[config.mk]
export PLATFORM = sky130hd
export DESIGN_NAME = kmap_sweeper
export DESIGN_NICKNAME = d
export VERILOG_FILES = /design/src/rtl/kmap_sweeper.sv
export SDC_FILE = /design/constraint.sdc
export NUM_CORES = 1
export LEC_CHECK = 0
export ABC_AREA = 1
export BUFFER_PORTS_ARGS = -buffer_cell sky130_fd_sc_hd__buf_2
export CORE_MARGIN = 5
export CORE_UTILIZATION = 43
export CTS_CLUSTER_DIAMETER = 150
export DETAILED_ROUTE_END_ITERATION = 6
export PLACE_DENSITY_LB_ADDON = 0.2
export SLEW_MARGIN = 25
export SYNTH_ARGS = -nofsm -noshare
export SYNTH_HDL_FRONTEND = slang
export SYNTH_SLANG_ARGS = --single-unit
[constraint.sdc]
create_clock -name clk -period 3.2 [get_ports clk]
set_input_delay 0.64 -clock clk [delete_from_list [all_inputs] [get_ports clk]]
set_output_delay 0.64 -clock clk [all_outputs]
set_load 0.005 [all_outputs]
[src/rtl/kmap_sweeper.sv]
// Stimulus/capture stage for a 4-input K-map block: sweeps every input vector in
// ascending order, captures the block's output into a truth table and scores it.
module kmap_sweeper #(
    parameter int unsigned N_IN   = 4,
    parameter int unsigned SETTLE = 1
) (
    input  logic                 clk,
    input  logic                 rst,
    input  logic                 start,
    input  logic [2**N_IN-1:0]   expected,
    output logic [N_IN-1:0]      dut_in,
    input  logic                 dut_out,
    output logic                 busy,
    output logic                 done,
    output logic [2**N_IN-1:0]   truth_table,
    output logic [N_IN:0]        err_count,
    output logic                 err_valid,
    output logic [N_IN-1:0]      first_err,
    output logic                 pass
);

    localparam int unsigned N_VEC = 2**N_IN;
    localparam int unsigned LAST  = N_VEC - 1;
    localparam int unsigned CW    = (SETTLE > 1) ? $clog2(SETTLE) : 1;

    typedef enum logic [1:0] {
        IDLE   = 2'd0,
        WAIT   = 2'd1,
        SAMPLE = 2'd2,
        DONE   = 2'd3
    } state_t;

    state_t              state;
    state_t              state_nxt;
    logic [N_IN-1:0]     idx;
    logic [CW-1:0]       settle_cnt;
    logic [N_VEC-1:0]    expected_q;
    logic                last_c;
    logic                mismatch_c;

    assign last_c     = (idx == N_IN'(LAST));
    assign mismatch_c = (dut_out != expected_q[idx]);

    // State register
    always_ff @(posedge clk) begin
        if (rst) state <= IDLE;
        else     state <= state_nxt;
    end

    // Next-state logic
    always_comb begin
        state_nxt = state;
        case (state)
            IDLE:    if (start) state_nxt = WAIT;
            WAIT:    if (settle_cnt == '0) state_nxt = SAMPLE;
            SAMPLE:  state_nxt = last_c ? DONE : WAIT;
            DONE:    state_nxt = IDLE;
            default: state_nxt = IDLE;
        endcase
    end

    // Sweep datapath and registered result outputs
    always_ff @(posedge clk) begin
        if (rst) begin
            idx         <= '0;
            settle_cnt  <= '0;
            expected_q  <= '0;
            dut_in      <= '0;
            busy        <= 1'b0;
            done        <= 1'b0;
            truth_table <= '0;
            err_count   <= '0;
            err_valid   <= 1'b0;
            first_err   <= '0;
            pass        <= 1'b1;
        end else begin
            case (state)
                IDLE: begin
                    done <= 1'b0;
                    if (start) begin
                        expected_q  <= expected;
                        idx         <= '0;
                        settle_cnt  <= CW'(SETTLE - 1);
                        dut_in      <= '0;
                        busy        <= 1'b1;
                        truth_table <= '0;
                        err_count   <= '0;
                        err_valid   <= 1'b0;
                        first_err   <= '0;
                        pass        <= 1'b1;
                    end
                end
                WAIT: begin
                    if (settle_cnt != '0) settle_cnt <= settle_cnt - CW'(1);
                end
                SAMPLE: begin
                    truth_table[idx] <= dut_out;
                    if (mismatch_c) begin
                        err_count <= err_count + (N_IN+1)'(1);
                        err_valid <= 1'b1;
                        pass      <= 1'b0;
                        if (!err_valid) first_err <= idx;
                    end
                    if (last_c) begin
                        done <= 1'b1;
                    end else begin
                        idx        <= idx + N_IN'(1);
                        dut_in     <= idx + N_IN'(1);
                        settle_cnt <= CW'(SETTLE - 1);
                    end
                end
                DONE: begin
                    // dut_in deliberately keeps the final vector until the next start
                    done <= 1'b0;
                    busy <= 1'b0;
                end
                default: begin
                    done <= 1'b0;
                    busy <= 1'b0;
                end
            endcase
        end
    end

endmodule

==> out/qor.txt <==
number of flops mapped to enable cells by yosys - 0
iteration-0 DRC count of the detailed router - 124
average cell area after synthesis - 7.462 um^2
first-pass GRT wire length - 9825 um
starting density of the core - 44.44%
worst path arrival time - 2.49 ns
core box area - 5540 um^2
Antenna Cells - 0
worst hold path depth - 2
final cell utilization of the core - 51.04%
Clock Root Buffer - sky130_fd_sc_hd__clkbuf_8
layout cells sized above 1 - 20.37%
number of antenna violations at the first check in global routing - 0
CP Capture Type - register
Synth Register Bits - 51
startpoint of the worst register-to-register path - state[0]$_SDFFE_PP0P_
design area - 2828 um^2
Post-DP HPWL - 4236 um
Worst EP required - 3.40 ns
Slew HR - 56.33%
minimum period implied by the final worst setup slack - 2.283 ns
final worst hold slack - 0.4564 ns
RSZ-0062 raised after global routing - no
vias in the first global route - 2,122
post-synth top area cell - sky130_fd_sc_hd__dfxtp_1
final setup violation count - 0
fill count - 580
worst-path maximum fanout - 16
worst-case clock skew - 0.007372 ns
cells traversed along the worst timing path - inv_1 -> ha_1 -> inv_1 -> o21ai_2 -> inv_1 -> nor2_1 -> nand4_1 -> o21ai_0 -> a21oi_1
result of the run - completed
Die Span X - 85.68 um
most frequent cell on the critical path - sky130_fd_sc_hd__inv_1
TNS Setup - 0 ns
maximum single-stage delay on the critical path - 0.55 ns
class of the tightest hold or removal check - register to register
DR vias/cell - 5.047
Post-DRT Antenna Nets - 0
post-CTS resize count - 0
quantity of I/O buffers inserted on ports - 52
number of unique standard cell types used by synthesis - 32
total buffers and inverters traversed by the critical path - 3
async set-reset flop share out of synthesis - 0%
count of TritonRoute iterations in the first routing pass - 4
number of nets in the synthesized netlist - 358
worst-skew pair later-pin latency - 0.31 ns
number of hold violations in the final report - 0
area grow syn2layout - 14.84%
leading cell types in the layout, fill and taps excluded - sky130_fd_sc_hd__nand2_1, sky130_fd_sc_hd__buf_2, sky130_fd_sc_hd__dfxtp_1, sky130_fd_sc_hd__inv_1, sky130_fd_sc_hd__nor2_1
transition time of the tightest slew-check pin - 0.6543 ns
highest-delay cell along the critical path - sky130_fd_sc_hd__ha_1
number of ports placed on the die boundary - 53
Max Cap Violations - 0
sum of internal, switching and leakage power - 1.281 mW
hold_buf cts - 0
Total Die Area - 7340 um^2
total CTS buffers - 5
number of H-tree branching levels - 2
clock transition at the register clock pins on the worst setup and hold paths after CTS - 0.09 ns
Cells after Synth - 330
cell count of the worst reg-to-reg path - 9
critical hold path startpoint - expected_q[15]$_SDFFE_PP0P_
TritonCTS clock tree - done
count of final max-slew check failures - 0
Remaining DRCs - 0
Setup crit start kind - register
total overflow reported by the global router - 0
average wire length per cell after detail routing - 12.80 um
area share of the largest cell type after synthesis - 41.46%
aggregate global-route resource usage - 16.45%
die extent in y - 85.68 um
Stages on worst setup path - 9
maximum clock rate - 438.1 MHz
Netlist Area Pre-Place - 2462 um^2
count of nets after finishing - 405
combined area of the multi-input logic cells - 1180 um^2
Detailed Route WL - 5762 um
clock tree buffer depth - 2
maximum number of pins on one net before global-route repair - 33
launch point of the worst path - state[0]$_SDFFE_PP0P_
Post-CTS Setup Inserts - 0
share of the clock period used by the worst path - 71.34%
synth warn - 0
sequential fraction of the synthesis area - 41.46%
placed inst area - 2746 um^2
Synth area leaders - sky130_fd_sc_hd__dfxtp_1, sky130_fd_sc_hd__nand2_1, sky130_fd_sc_hd__inv_1
Static Leak - 1.304 nW
clock tree sinks - 51
placer congestion estimate - 0.8534
row count - 27
Setup CP Type - register to register
total via count after detailed routing - 2,271
FF/Latch Area - 1021 um^2
Top delay family on crit path - adder cells
most common library cell in the layout ignoring fill and taps - sky130_fd_sc_hd__nand2_1
predominant post-synthesis flop cell - sky130_fd_sc_hd__dfxtp_1
worst vdd ir - 0.2263 mV
power density relative to cell area - 452.8 nW/um^2
## cell families after synthesis
family | share of synthesized area (%)
flops | 41.46
xor+xnor | 1.067
compound gates | 20.17
simple gates | 22.61
fa+ha+maj | 4.065
buf+inv | 10.62
## synth_stat cells, types with 5 or more instances
cell and n:
sky130_fd_sc_hd__o211ai_1 5, sky130_fd_sc_hd__o21ai_0 26, sky130_fd_sc_hd__dfxtp_1 51, sky130_fd_sc_hd__nand2_1 58, sky130_fd_sc_hd__nor2_1 34, sky130_fd_sc_hd__inv_1 46
sky130_fd_sc_hd__a21oi_1 26, sky130_fd_sc_hd__ha_1 8, sky130_fd_sc_hd__nand3_1 14, sky130_fd_sc_hd__nand4_1 7, sky130_fd_sc_hd__a22oi_1 7, sky130_fd_sc_hd__clkbuf_1 6
sky130_fd_sc_hd__a311oi_1 7
## tightest hold or removal path, cell delays in order, from the launching register on
cell	delay, ns
sky130_fd_sc_hd__dfxtp_1	0.31
sky130_fd_sc_hd__inv_1	0.06
sky130_fd_sc_hd__a21oi_1	0.05
## final timing paths
kind | to | slack, ns
min | expected_q[15]$_SDFFE_PP0P_ | 0.46
max | idx[3]$_SDFFE_PP0P_ | 0.92
max reg2reg | idx[3]$_SDFFE_PP0P_ | 0.92
min reg2reg | expected_q[15]$_SDFFE_PP0P_ | 0.46
## metal layers
metal	global-route usage [%]	wire length, um	vias to the layer above
met1	22.37	2757	1020
met4	4.604	68	0
li1	-	-	1183
met3	3.746	346	6
met2	26.13	2590	62
met5	0	0	-
## metrics by stage
step                      setup slack (ns)  cells
after floorplan                      1.569    330
after global placement               1.011    442
after detailed placement            0.9430    442
after CTS                           0.9403    450
after global routing                0.6550    450
final                               0.9172    450
## report_power, final
part	internal [mW]	switching (mW)	total (mW)
combinational	0.0757	0.152	0.227
clock	0.154	0.207	0.361
sequential	0.673	0.0189	0.692
total	0.903	0.378	1.28
## layout make-up
cell class | instances | share of cell area, %
well taps | 72 | 3.186
inverters | 48 | 6.372
flip-flops and latches | 51 | 36.11
multi-input cells | 217 | 41.73
repair buffers | 54 | 9.735
clock buffers | 7 | 2.699
clock inverters | 1 | 0.1770
## registers in the layout (all words and copies together), names as in the netlist
register and cells:
truth_table 16, err_count 5, busy 1, state 2, pass 1, done 1, err_valid 1, first_err 4
expected_q 16, idx 4
Note: power is estimated with default switching activity, not from simulation.
